===== src/rtl/emif_calbus_pkg.sv =====
// Shared types and constants for the EMIF calibration-bus master.
// Opcodes, status codes, FSM states and a channel-index width helper.
package emif_calbus_pkg;

   localparam int OP_W     = 2;
   localparam int STATUS_W = 2;

   typedef enum logic [OP_W-1:0] {
      OP_READ  = 2'b00,
      OP_WRITE = 2'b01,
      OP_POLL  = 2'b10,
      OP_RSVD  = 2'b11
   } op_e;

   typedef enum logic [STATUS_W-1:0] {
      ST_OK      = 2'b00,
      ST_TIMEOUT = 2'b01,
      ST_BADREQ  = 2'b10
   } status_e;

   typedef enum logic [2:0] {
      S_IDLE,
      S_ISSUE,
      S_WAIT,
      S_GAP,
      S_RESP
   } state_e;

   function automatic int ch_width(input int n);
      return (n > 1) ? $clog2(n) : 1;
   endfunction

endpackage


===== src/rtl/calbus_chan_mux.sv =====
// Channel fan-out/fan-in: turns chan plus strobe enables into one-hot strobes
// and selects the addressed channel's read-data slice.
module calbus_chan_mux #(
   parameter int NUM_CH = 2,
   parameter int DATA_W = 32,
   parameter int CH_W   = 1
) (
   input  logic [CH_W-1:0]          chan,
   input  logic                     rd_en,
   input  logic                     wr_en,
   input  logic [NUM_CH*DATA_W-1:0] calbus_rdata,
   output logic [NUM_CH-1:0]        calbus_read,
   output logic [NUM_CH-1:0]        calbus_write,
   output logic [DATA_W-1:0]        rdata
);

   generate
      for (genvar gi = 0; gi < NUM_CH; gi++) begin : g_strobe
         assign calbus_read[gi]  = rd_en && (chan == CH_W'(gi));
         assign calbus_write[gi] = wr_en && (chan == CH_W'(gi));
      end
   endgenerate

   always_comb begin
      rdata = '0;
      for (int i = 0; i < NUM_CH; i++) begin
         if (chan == CH_W'(i)) rdata = calbus_rdata[i*DATA_W +: DATA_W];
      end
   end

endmodule


===== src/rtl/emif_calbus_master.sv =====
// Calibration-bus master: one read/write/poll request in flight at a time,
// issuing single-cycle strobes and returning data plus status.
module emif_calbus_master
   import emif_calbus_pkg::*;
#(
   parameter int NUM_CH   = 2,
   parameter int ADDR_W   = 20,
   parameter int DATA_W   = 32,
   parameter int RD_LAT   = 2,
   parameter int POLL_MAX = 1024,
   parameter int POLL_GAP = 8,
   localparam int CH_W    = ch_width(NUM_CH)
) (
   input  logic                     clk_clk,
   input  logic                     reset_reset_n,
   input  logic                     req_valid,
   output logic                     req_ready,
   input  logic [1:0]               req_op,
   input  logic [CH_W-1:0]          req_chan,
   input  logic [ADDR_W-1:0]        req_addr,
   input  logic [DATA_W-1:0]        req_wdata,
   input  logic [DATA_W-1:0]        req_mask,
   output logic                     rsp_valid,
   input  logic                     rsp_ready,
   output logic [DATA_W-1:0]        rsp_rdata,
   output logic [1:0]               rsp_status,
   output logic [NUM_CH-1:0]        calbus_read,
   output logic [NUM_CH-1:0]        calbus_write,
   output logic [ADDR_W-1:0]        calbus_address,
   output logic [DATA_W-1:0]        calbus_wdata,
   input  logic [NUM_CH*DATA_W-1:0] calbus_rdata
);

   localparam int CNT_MAX = (RD_LAT > POLL_GAP) ? RD_LAT : POLL_GAP;
   localparam int CNT_W   = $clog2(CNT_MAX + 1);
   localparam int PC_W    = $clog2(POLL_MAX + 1);

   state_e              state_reg, state_next;
   op_e                 op_reg;
   status_e             status_reg, status_next;
   logic                ready_reg;
   logic [CH_W-1:0]     chan_reg;
   logic [ADDR_W-1:0]   addr_reg;
   logic [DATA_W-1:0]   wdata_reg, mask_reg;
   logic [DATA_W-1:0]   rdata_reg, rdata_next;
   logic [CNT_W-1:0]    cnt_reg, cnt_next;
   logic [PC_W-1:0]     poll_reg, poll_next;
   logic                accept, rd_en, wr_en;
   logic [DATA_W-1:0]   sel_rdata;

   // Lookup of legal channel indices over the full range of req_chan.
   logic [(1<<CH_W)-1:0] chan_ok;
   generate
      for (genvar gi = 0; gi < (1 << CH_W); gi++) begin : g_chan_ok
         assign chan_ok[gi] = (gi < NUM_CH);
      end
   endgenerate

   calbus_chan_mux #(
      .NUM_CH (NUM_CH),
      .DATA_W (DATA_W),
      .CH_W   (CH_W)
   ) u_mux (
      .chan         (chan_reg),
      .rd_en        (rd_en),
      .wr_en        (wr_en),
      .calbus_rdata (calbus_rdata),
      .calbus_read  (calbus_read),
      .calbus_write (calbus_write),
      .rdata        (sel_rdata)
   );

   always_comb begin
      state_next  = state_reg;
      status_next = status_reg;
      rdata_next  = rdata_reg;
      cnt_next    = cnt_reg;
      poll_next   = poll_reg;
      accept      = 1'b0;
      rd_en       = 1'b0;
      wr_en       = 1'b0;
      case (state_reg)
         S_IDLE: begin
            if (req_valid && ready_reg) begin
               accept    = 1'b1;
               poll_next = '0;
               if (op_e'(req_op) == OP_RSVD || !chan_ok[req_chan]) begin
                  state_next  = S_RESP;
                  status_next = ST_BADREQ;
                  rdata_next  = '0;
               end else begin
                  state_next = S_ISSUE;
               end
            end
         end
         S_ISSUE: begin
            if (op_reg == OP_WRITE) begin
               wr_en       = 1'b1;
               state_next  = S_RESP;
               status_next = ST_OK;
               rdata_next  = '0;
            end else begin
               rd_en      = 1'b1;
               cnt_next   = CNT_W'(RD_LAT);
               state_next = S_WAIT;
            end
         end
         S_WAIT: begin
            cnt_next = cnt_reg - 1'b1;
            // Counter at 1 marks the cycle the addressed channel's data is valid.
            if (cnt_reg == CNT_W'(1)) begin
               rdata_next = sel_rdata;
               if (op_reg == OP_READ || ((sel_rdata ^ wdata_reg) & mask_reg) == '0) begin
                  state_next  = S_RESP;
                  status_next = ST_OK;
               end else begin
                  poll_next = poll_reg + 1'b1;
                  if (poll_next == PC_W'(POLL_MAX)) begin
                     state_next  = S_RESP;
                     status_next = ST_TIMEOUT;
                  end else if (POLL_GAP == 0) begin
                     state_next = S_ISSUE;
                  end else begin
                     cnt_next   = CNT_W'(POLL_GAP);
                     state_next = S_GAP;
                  end
               end
            end
         end
         S_GAP: begin
            cnt_next = cnt_reg - 1'b1;
            if (cnt_reg == CNT_W'(1)) state_next = S_ISSUE;
         end
         S_RESP: begin
            if (rsp_ready) state_next = S_IDLE;
         end
         default: state_next = S_IDLE;
      endcase
   end

   always_ff @(posedge clk_clk or negedge reset_reset_n) begin
      if (!reset_reset_n) begin
         state_reg  <= S_IDLE;
         status_reg <= ST_OK;
         ready_reg  <= 1'b0;
         op_reg     <= OP_READ;
         chan_reg   <= '0;
         addr_reg   <= '0;
         wdata_reg  <= '0;
         mask_reg   <= '0;
         rdata_reg  <= '0;
         cnt_reg    <= '0;
         poll_reg   <= '0;
      end else begin
         state_reg  <= state_next;
         status_reg <= status_next;
         ready_reg  <= (state_next == S_IDLE);
         rdata_reg  <= rdata_next;
         cnt_reg    <= cnt_next;
         poll_reg   <= poll_next;
         if (accept) begin
            op_reg    <= op_e'(req_op);
            chan_reg  <= req_chan;
            addr_reg  <= req_addr;
            wdata_reg <= req_wdata;
            mask_reg  <= req_mask;
         end
      end
   end

   assign req_ready      = ready_reg;
   assign rsp_valid      = (state_reg == S_RESP);
   assign rsp_rdata      = rdata_reg;
   assign rsp_status     = status_reg;
   assign calbus_address = addr_reg;
   assign calbus_wdata   = wdata_reg;

endmodule


===== config.mk =====
export PLATFORM = sky130hd
export DESIGN_NAME = emif_calbus_master
export DESIGN_NICKNAME = d
export VERILOG_FILES = /design/src/rtl/emif_calbus_pkg.sv /design/src/rtl/calbus_chan_mux.sv /design/src/rtl/emif_calbus_master.sv
export SDC_FILE = /design/constraint.sdc
export NUM_CORES = 1
export LEC_CHECK = 0
export BUFFER_PORTS_ARGS = -buffer_cell sky130_fd_sc_hd__buf_2
export CAP_MARGIN = 40
export CORE_ASPECT_RATIO = 1.5
export CORE_MARGIN = 2
export CORE_UTILIZATION = 50
export DETAILED_ROUTE_END_ITERATION = 7
export PLACE_DENSITY = 0.81
export SKIP_CTS_REPAIR_TIMING = 1
export SYNTH_ARGS = -nofsm -noshare
export SYNTH_HDL_FRONTEND = slang
export SYNTH_SLANG_ARGS = --single-unit

===== constraint.sdc =====
create_clock -name clk_clk -period 2.8 [get_ports clk_clk]
set_input_delay 0.14 -clock clk_clk [delete_from_list [all_inputs] [get_ports clk_clk]]
set_output_delay 0.14 -clock clk_clk [all_outputs]
set_load 0.05 [all_outputs]

==> run_results.csv, run 1 <==
group,metric,value,unit
synthesis,synth_nets,921,
cts,clock-sinks,140,
timing,drv_slew,0,
pwr,clock_power_share,19.7,%
min_path,hp-class,"primary input to flop",
placed_design,gp_congestion,0.892,
final_layout,fillers,955,
cts,clock-root-buffer,"clkbuf_16",
synthesis,ys.flop_type,"dfrtp_1",
run,cap_viol_max_count,0,
final_layout,most-common-layout-cells,"nand2_1 (331), buf_2 (245), dfrtp_1 (139)",
setup_path,cp.required,3.10,ns
cts,clk_latency,0.42,ns
synthesis,ys_top_cells_by_area,"dfrtp_1 (51%), nand2_1 (18%), mux2i_1 (7.3%), o31ai_1 (3.9%), nand2b_1 (2.6%)",
routing,drtIter0Drc,530,
setup_path,path_max_fanout,22,
global_routing,grt-busiest-layer,"met2",
cts,cts_tree,"yes",
routing,firstDrtPassIters,6,
synthesis,synth_top_area_share,51.4,%
routing,routed_wl,23800,um
routing,drc_errors,0,
synthesis,synth_cell_type_count,45,
setup_path,start_kind,"flop",
pwr,combPwrFrac,49.5,%
timing,slew_headroom,42.6,%
setup_path,crit_type,"flop to flop",
cts,clk_pin_slew_worst_paths,0.06,ns
placed_design,portBuffers,246,
synthesis,synthCells,763,
pwr,p_total,12.0,mW
global_routing,grt_use_met3,8.09,%
outcome,status,"completed",
global_routing,grt_overflow_total,0,
routing,antenna_left,0,
setup_path,critPathArrivalTime,3.03,ns
final_layout,drive_gt1_share,28.8,%
pwr,p_leak,5.14,nW
placed_design,dp_hpwl,14700,um
synthesis,synth_edf_count,0,
pwr,irDropWorstVdd,0.818,mV
pwr,p_int,6.11,mW
synthesis,synthArstFlopShare,100,%
floorplanning,die_area,14600,um^2
pwr,switching_share,49.0,%
final_layout,multiInputGateArea,3180,um^2
timing,worst_pin_slew,0.861,ns
global_routing,use_met1,32.4,%
final_layout,final_common_cell,"nand2_1",
cts,clockBufferDepth,2,
timing,finalCritPeriodShare,97.4,%
synthesis,yosys_warnings,0,
final_layout,ff_latch_area,3500,um^2
final_layout,n_antenna_cell,0,
global_routing,antenna_found_initial,0,
floorplanning,die-height,147,um
timing,finClkSkew,0.00892,ns
floorplanning,die_w,99.3,um
timing,setup_viol_count_final,0,
placed_design,pre_cts_ws,-0.186,ns
synthesis,syn-mean-instance-area,8.93,um^2
global_routing,grt_start_max_net_pins,84,
pwr,p_per_area,1220,nW/um^2
floorplanning,core_area,13400,um^2
final_layout,nets,1251,
timing,max_freq,367,MHz
cts,cts_buffers,17,
routing,routedWlPerCell,18.7,um
global_routing,track_usage,28.4,%
timing,layout_setup_ws,0.0726,ns
global_routing,grt_pass1_wl,32400,um
synthesis,ys_ff_latch,140,
synthesis,ys_seq_area_share,51.4,%
global_routing,grt_pass1_vias,6451,
floorplanning,rows,52,
setup_path,critPathCaptureType,"flop",
timing,finalHoldViolCount,0,
pwr,switchingPower,5.86,mW
timing,rsz0062_at_grt,"false",
final_layout,area_growth,44.2,%
pwr,pwr-share-seq,30.8,%
cts,htreeDepth,4,
global_routing,grt.met2_usage,49.2,%
synthesis,syn_area,6810,um^2
floorplanning,ios,247,
timing,layout_min_cycle_time,2.73,ns
floorplanning,start_util,50.8,%
synthesis,yosysTopAreaCell,"dfrtp_1",
routing,dr_total_vias,7100,
routing,vias_per_cell,5.60,
==> critical path, cell delays in order, from the launching register on <==
cell and delay (ns):
dfrtp_2 0.51, buf_12 0.23, mux2i_1 0.30, xnor2_1 0.12
a2111oi_1 0.41, buf_4 0.18, nand4_1 0.15, o21ai_2 0.22
buf_12 0.17, nor2_1 0.06, mux2_2 0.26
==> power groups by stage <==
stage	combinational (mW)	sequential, mW	clock, mW
final	5.92	3.68	2.36
after global routing	6.31	3.78	2.46
after CTS	5.63	3.62	2.38
after detailed placement	5.59	3.65	0
after global placement	5.47	3.61	0
after floorplan	2.24	5.40	0
==> Yosys cell counts (6+ instances only) <==
cell,number
nand2_1,333
dfrtp_1,140
mux2i_1,50
o31ai_1,35
clkbuf_1,31
nand2b_1,28
nor2_1,21
nand3_1,11
o21ai_0,10
a21oi_1,9
xnor2_1,9
mux2i_2,7
inv_1,6
nor3_1,6
==> final cells by class <==
type / count / area share [%]
flip-flops and latches: 140 / 35.7
multi-input cells: 579 / 32.3
repair buffers: 349 / 23.5
clock buffers: 18 / 4.37
well taps: 162 / 2.06
clock inverters: 14 / 1.86
inverters: 6 / 0.229
==> layer usage <==
layer  share of wire (%)  vias to the layer above
li1                    -                     3203
met3                 6.6                      108
met2                  53                      387
met5                   0                        -
met4                 5.3                        0
met1                  35                     3402
==> cells by family (layout without fill, tap and decap cells) <==
group	Yosys count	count (layout)	share of synthesized area, %
and+or+nand+nor	421	421	25.4
DFF	140	140	51.4
AOI/OAI and AO/OA	86	86	9.27
muxes	59	59	9.09
buffers and inverters	44	387	2.94
xor gates and xnor gates	10	10	1.29
adders and majority gates	3	3	0.551
==> worst paths after layout <==
| path | start | end | slack, ns | cells past startpoint |
|---|---|---|---|---|
| min in group asynchronous | reset_reset_n | rsp_rdata[27] | 0.31 | 2 |
| hold / removal | calbus_rdata[31] | rsp_rdata[31] | 0.15 | 3 |
| hold reg to reg | calbus_address[9] | calbus_address[9] | 0.47 | 2 |
| max in group asynchronous | reset_reset_n | mask_reg[6] | 1.68 | 3 |
| setup / recovery | chan_reg | poll_reg[5] | 0.07 | 10 |
| setup reg to reg | chan_reg | poll_reg[5] | 0.07 | 10 |
==> metrics by stage <==
stage                     hold WS, ns  utilization, %  cell area (um^2)  setup TNS [ns]  instances
final                           0.152            73.3              9830               0       1268
after detailed placement        0.226            61.8              8280           -1.82       1148
after floorplan                -0.156               -              6810               0        763
after global routing            0.174            73.3              9830               0       1268
after CTS                      -0.212            66.4              8890           -1.92       1180
after global placement          0.229            61.8              8280           -1.39       1148
Note: power is estimated with default switching activity, not from simulation.
==> inputs of run 2 (changes only) <==
PLACE_DENSITY = 0.83   (was 0.81)
SYNTH_HIERARCHICAL = 1   (was unset)
==> run_results.csv, run 2 <==
group,metric,value,unit
synthesis,syn_area,6820,um^2
synthesis,ys_top_cells_by_area,"dfrtp_1 (51%), mux2_2 (15%), mux2_4 (5.7%), nand2_1 (4.3%), xor2_1 (4.2%)",
setup_path,start_kind,"flop",
timing,setup_viol_count_final,0,
synthesis,ys_seq_area_share,51.4,%
pwr,p_leak,4.90,nW
cts,clock-sinks,140,
placed_design,dpl_cell_area,8260,um^2
floorplanning,die_w,99.4,um
pwr,switchingPower,5.74,mW
routing,vias_per_cell,5.55,
run,cap_viol_max_count,0,
routing,drc_errors,0,
timing,rsz0062_at_grt,"false",
floorplanning,ios,247,
pwr,combPwrFrac,51.2,%
final_layout,nets,1068,
final_layout,fillers,905,
pwr,irDropWorstVdd,0.842,mV
synthesis,yosysTopAreaCell,"dfrtp_1",
placed_design,gp_congestion,0.909,
routing,routedWlPerCell,20.3,um
setup_path,cp_top_family,"compound AO/OA/AOI/OAI gates",
synthesis,ys_ff_latch,140,
synthesis,yosysMostFrequentCell,"dfrtp_1",
setup_path,r2r_cells,10,
cts,cts_tree,"yes",
synthesis,synth_top_area_share,51.4,%
global_routing,track_usage,26.8,%
timing,finalCritPeriodShare,92.6,%
global_routing,grt_pass1_wl,30000,um
timing,fin_tns_setup,0,ns
global_routing,grt_start_max_net_pins,78,
timing,max_freq,385,MHz
cts,clock-root-buffer,"clkbuf_16",
setup_path,critPathCaptureType,"flop",
setup_path,path_max_fanout,18,
routing,firstDrtPassIters,5,
global_routing,antenna_found_initial,3,
min_path,worstHoldStart,"req_mask[2]",
pwr,p_int,6.29,mW
setup_path,critPathSlowestCell,"dfrtp_2",
pwr,clock_power_share,18.1,%
final_layout,area_growth,42.6,%
cts,clk_pin_slew_worst_paths,0.06,ns
routing,drtIter0Drc,339,
pwr,p_per_area,1240,nW/um^2
synthesis,synth_nets,736,
setup_path,cp_num_buf_inv,2,
synthesis,synthArstFlopShare,100,%
setup_path,crit_chain,"buf_12 > mux2_4 > xor2_1 > a22oi_1 > nand4_1 > nor4_4 > buf_4 > nor2_1 > a311o_1 > o21ai_2",
setup_path,crit_type,"flop to flop",
cts,cts_buffers,17,
synthesis,ys.flop_type,"dfrtp_1",
synthesis,synth_edf_count,0,
routing,dr_total_vias,6028,
min_path,holdPathStages,2,
final_layout,most-common-layout-cells,"buf_2 (245), dfrtp_1 (139), mux2_2 (93)",
floorplanning,die-height,147,um
synthesis,yosys_warnings,6,
setup_path,critPathArrivalTime,2.94,ns
final_layout,multiInputGateArea,3170,um^2
floorplanning,die_area,14600,um^2
setup_path,rr_endpoint,"cnt_reg[0]",
pwr,pwr-share-seq,30.8,%
cts,clk_latency,0.42,ns
timing,finalHoldViolCount,1,
final_layout,final_common_cell,"buf_2",
placed_design,dp_hpwl,14400,um
synthesis,synthCells,577,
synthesis,syn-mean-instance-area,11.8,um^2
synthesis,synth_common_cells,"dfrtp_1 (140), mux2_2 (93), nand2_1 (79)",
timing,worst_pin_slew,0.735,ns
timing,drv_slew,0,
final_layout,stdcell_area,9720,um^2
outcome,status,"finished with violations",
routing,routed_wl,22100,um
pwr,switching_share,47.7,%
outcome,violations,"negative hold slack",
final_layout,drive_gt1_share,46.4,%
synthesis,synth_cell_type_count,52,
min_path,holdPathEnd,"mask_reg[2]",
cts,htreeDepth,4,
cts,clockBufferDepth,2,
floorplanning,core_area,13400,um^2
min_path,hp-class,"primary input to flop",
final_layout,ff_latch_area,3500,um^2
routing,antenna_left,0,
placed_design,portBuffers,246,
global_routing,grt_overflow_total,0,
timing,slew_headroom,51.0,%
setup_path,timing.rr.start,"chan_reg",
floorplanning,rows,52,
setup_path,cp.required,3.14,ns
timing,worst_hold_slack,-0.0159,ns
global_routing,grt_pass1_vias,5652,
timing,layout_min_cycle_time,2.59,ns
setup_path,r2r_slack,0.21,ns
setup_path,slowest_delay,0.43,ns
floorplanning,start_util,50.9,%
timing,finClkSkew,0.00945,ns
[run 2: cell families after synthesis]
group | Yosys count | synth area share [%]
xor gates and xnor gates | 36 | 4.62
and+or+nand+nor | 177 | 12.7
AOI/OAI and AO/OA | 62 | 6.44
muxes | 120 | 21.2
DFF | 140 | 51.4
buffers and inverters | 38 | 2.88
adders and majority gates | 4 | 0.734
[run 2: cell type report]
class	instances	share of cell area (%)
antenna	3	0.0772
tap	162	2.08
clock buffer	18	4.41
multi-input combinational	399	32.6
inverter	5	0.193
sequential	140	36.0
timing repair buffer	346	23.2
clock inverter	14	1.42
[run 2: power groups by stage]
stage          sequential, mW  clock (mW)  combinational, mW
6_report                 3.70        2.17               6.15
3_3_place_gp             3.62           0               5.83
4_1_cts                  3.63        2.19               5.95
2_1_floorplan            5.55           0               2.52
5_1_grt                  3.79        2.29               6.49
3_5_place_dp             3.66           0               5.91
[run 2: per-layer routing]
| layer | part of all wire, % | global-route usage, % | vias to the layer above |
|---|---|---|---|
| li1 | - | - | 2707 |
| met1 | 36 | 32.6 | 2939 |
| met2 | 53 | 46.2 | 300 |
| met3 | 6.0 | 5.28 | 82 |
| met4 | 4.3 | 11.5 | 0 |
| met5 | 0 | 0 | - |
[run 2: metrics by stage]
step                      hold WS (ns)  power (mW)  std cells  util [%]  worst slack [ns]
after floorplan                 -0.156        8.07        577         -             0.220
after CTS                       -0.205        11.8        998      65.8            0.0697
final                          -0.0159        12.0       1087      72.6             0.206
after detailed placement         0.231        9.57        966      61.6            0.0811
after global routing           -0.0233        12.6       1087      72.6            0.0554
after global placement           0.228        9.45        966      61.6             0.138
[run 2: how the worst max path moves through the flow]
stage              from     endpoint  slack (ns)  cells after the start
2_1_floorplan  chan_reg  poll_reg[7]        0.22                     12
3_3_place_gp   chan_reg  poll_reg[8]        0.14                      9
3_5_place_dp   chan_reg  poll_reg[7]        0.08                     10
4_1_cts        chan_reg  poll_reg[8]        0.07                      9
5_1_grt        chan_reg   cnt_reg[0]        0.06                     10
6_report       chan_reg   cnt_reg[0]        0.21                     10
==> inputs of run 3 (changes only) <==
BUFFER_PORTS_ARGS = -buffer_cell sky130_fd_sc_hd__buf_4   (was -buffer_cell sky130_fd_sc_hd__buf_2)
==> run_results.csv, run 3 (synthesis results as in run 2) <==
group,metric,value,unit
final_layout,final_common_cell,"buf_4",
pwr,switchingPower,5.71,mW
pwr,irDropWorstVdd,0.785,mV
setup_path,path_max_fanout,24,
floorplanning,ios,247,
run,cap_viol_max_count,0,
routing,drc_errors,0,
setup_path,cp.required,3.15,ns
timing,drv_slew,0,
global_routing,grt_pass1_wl,31700,um
min_path,holdPathStages,4,
placed_design,dp_hpwl,14800,um
min_path,hp-class,"primary input to flop",
pwr,clock_power_share,17.7,%
cts,clock-root-buffer,"clkbuf_16",
routing,drtIter0Drc,380,
final_layout,final_core_util,77.1,%
cts,clock-sinks,140,
floorplanning,rows,52,
cts,clk_pin_slew_worst_paths,0.06,ns
timing,layout_setup_ws,0.103,ns
timing,setup_viol_count_final,0,
pwr,p_per_area,1200,nW/um^2
timing,rsz0062_at_grt,"false",
final_layout,stdcell_area,10300,um^2
timing,max_freq,371,MHz
final_layout,most-common-layout-cells,"buf_4 (255), dfrtp_1 (139), mux2_2 (93)",
setup_path,start_kind,"flop",
setup_path,r2r_cells,10,
timing,slew_headroom,53.9,%
global_routing,grt_overflow_total,0,
cts,clk_latency,0.42,ns
timing,finClkSkew,0.0139,ns
cts,htreeDepth,4,
setup_path,r2r_slack,0.10,ns
global_routing,grt_pass1_vias,5977,
cts,cts_buffers,17,
floorplanning,die-height,147,um
floorplanning,start_util,50.9,%
global_routing,track_usage,27.9,%
final_layout,drive_gt1_share,46.2,%
timing,layout_min_cycle_time,2.70,ns
routing,firstDrtPassIters,5,
routing,routedWlPerCell,21.0,um
routing,vias_per_cell,5.63,
routing,dr_total_vias,6118,
pwr,p_int,6.65,mW
pwr,p_leak,5.08,nW
routing,antenna_left,0,
timing,finalCritPeriodShare,96.3,%
timing,finalHoldViolCount,0,
cts,clockBufferDepth,2,
pwr,pwr-share-seq,29.9,%
pwr,p_total,12.4,mW
cts,cts_tree,"yes",
floorplanning,die_area,14600,um^2
final_layout,area_growth,51.5,%
outcome,status,"completed",
timing,worst_pin_slew,0.692,ns
timing,worst_hold_slack,0.0940,ns
timing,fin_tns_setup,0,ns
global_routing,antenna_found_initial,0,
floorplanning,core_area,13400,um^2
floorplanning,die_w,99.4,um
routing,routed_wl,22800,um
setup_path,critPathArrivalTime,3.04,ns
setup_path,crit_type,"flop to flop",
placed_design,gp_congestion,0.879,
pwr,combPwrFrac,52.5,%
final_layout,finalNonFillerCells,1086,
final_layout,nets,1069,
placed_design,portBuffers,246,
setup_path,critPathCaptureType,"flop",
placed_design,dpl_cell_area,8850,um^2
placed_design,pre_cts_ws,0.0423,ns
pwr,switching_share,46.2,%
global_routing,grt_start_max_net_pins,74,
placed_design,dp.cells,965,
[run 3: cell count changes in the layout (fill, tap and decap cells not counted), moves of 2 or more]
cell,change
clkbuf_8,+2
dlygate4sd3_1,+2
clkinv_4,-2
buf_4,+246
buf_2,-245
diode_2,-2
[run 3: power by group through the flow]
stage / registers [mW] / clock network (mW) / logic (mW)
CTS: 3.63 / 2.18 / 6.26
finish: 3.69 / 2.18 / 6.48
detailed placement: 3.66 / 0 / 6.23
global placement: 3.60 / 0 / 6.11
floorplan: 5.55 / 0 / 2.52
global route: 3.79 / 2.28 / 6.79
[run 3: layer usage]
layer | vias to the layer above | routed length [um] | global-route usage [%]
met5 | - | 0 | 0
met4 | 0 | 679 | 13.1
met3 | 57 | 1310 | 4.71
met2 | 315 | 12800 | 48.1
met1 | 3051 | 8050 | 33.7
li1 | 2695 | - | -
[run 3: worst paths after layout]
kind / to / startpoint
worst max register to register: cnt_reg[0] / chan_reg
worst min-delay path: rsp_rdata[21] / calbus_rdata[53]
min in group asynchronous: calbus_address[18] / reset_reset_n
worst min register to register: rsp_rdata[16] / rsp_rdata[16]
max in group asynchronous: calbus_wdata[7] / reset_reset_n
worst max-delay path: cnt_reg[0] / chan_reg
[run 3: worst max-delay path, cell delays in order (launching register included)]
cell,delay [ns]
dfrtp_2,0.41
buf_12,0.23
mux2_4,0.35
xor2_1,0.16
a22oi_1,0.25
nand4_1,0.19
nor4_4,0.34
buf_4,0.17
nor2_1,0.08
a311o_1,0.39
o21ai_2,0.06
[run 3: final cells by class]
| type | instances | area, um^2 |
|---|---|---|
| multi-input cells | 399 | 3170 |
| well taps | 162 | 203 |
| flip-flops and latches | 140 | 3500 |
| repair buffers | 347 | 2870 |
| clock buffers | 20 | 457 |
| clock inverters | 12 | 113 |
| fillers | 799 | 3070 |
| diodes | 1 | 2.50 |
| inverters | 5 | 18.8 |
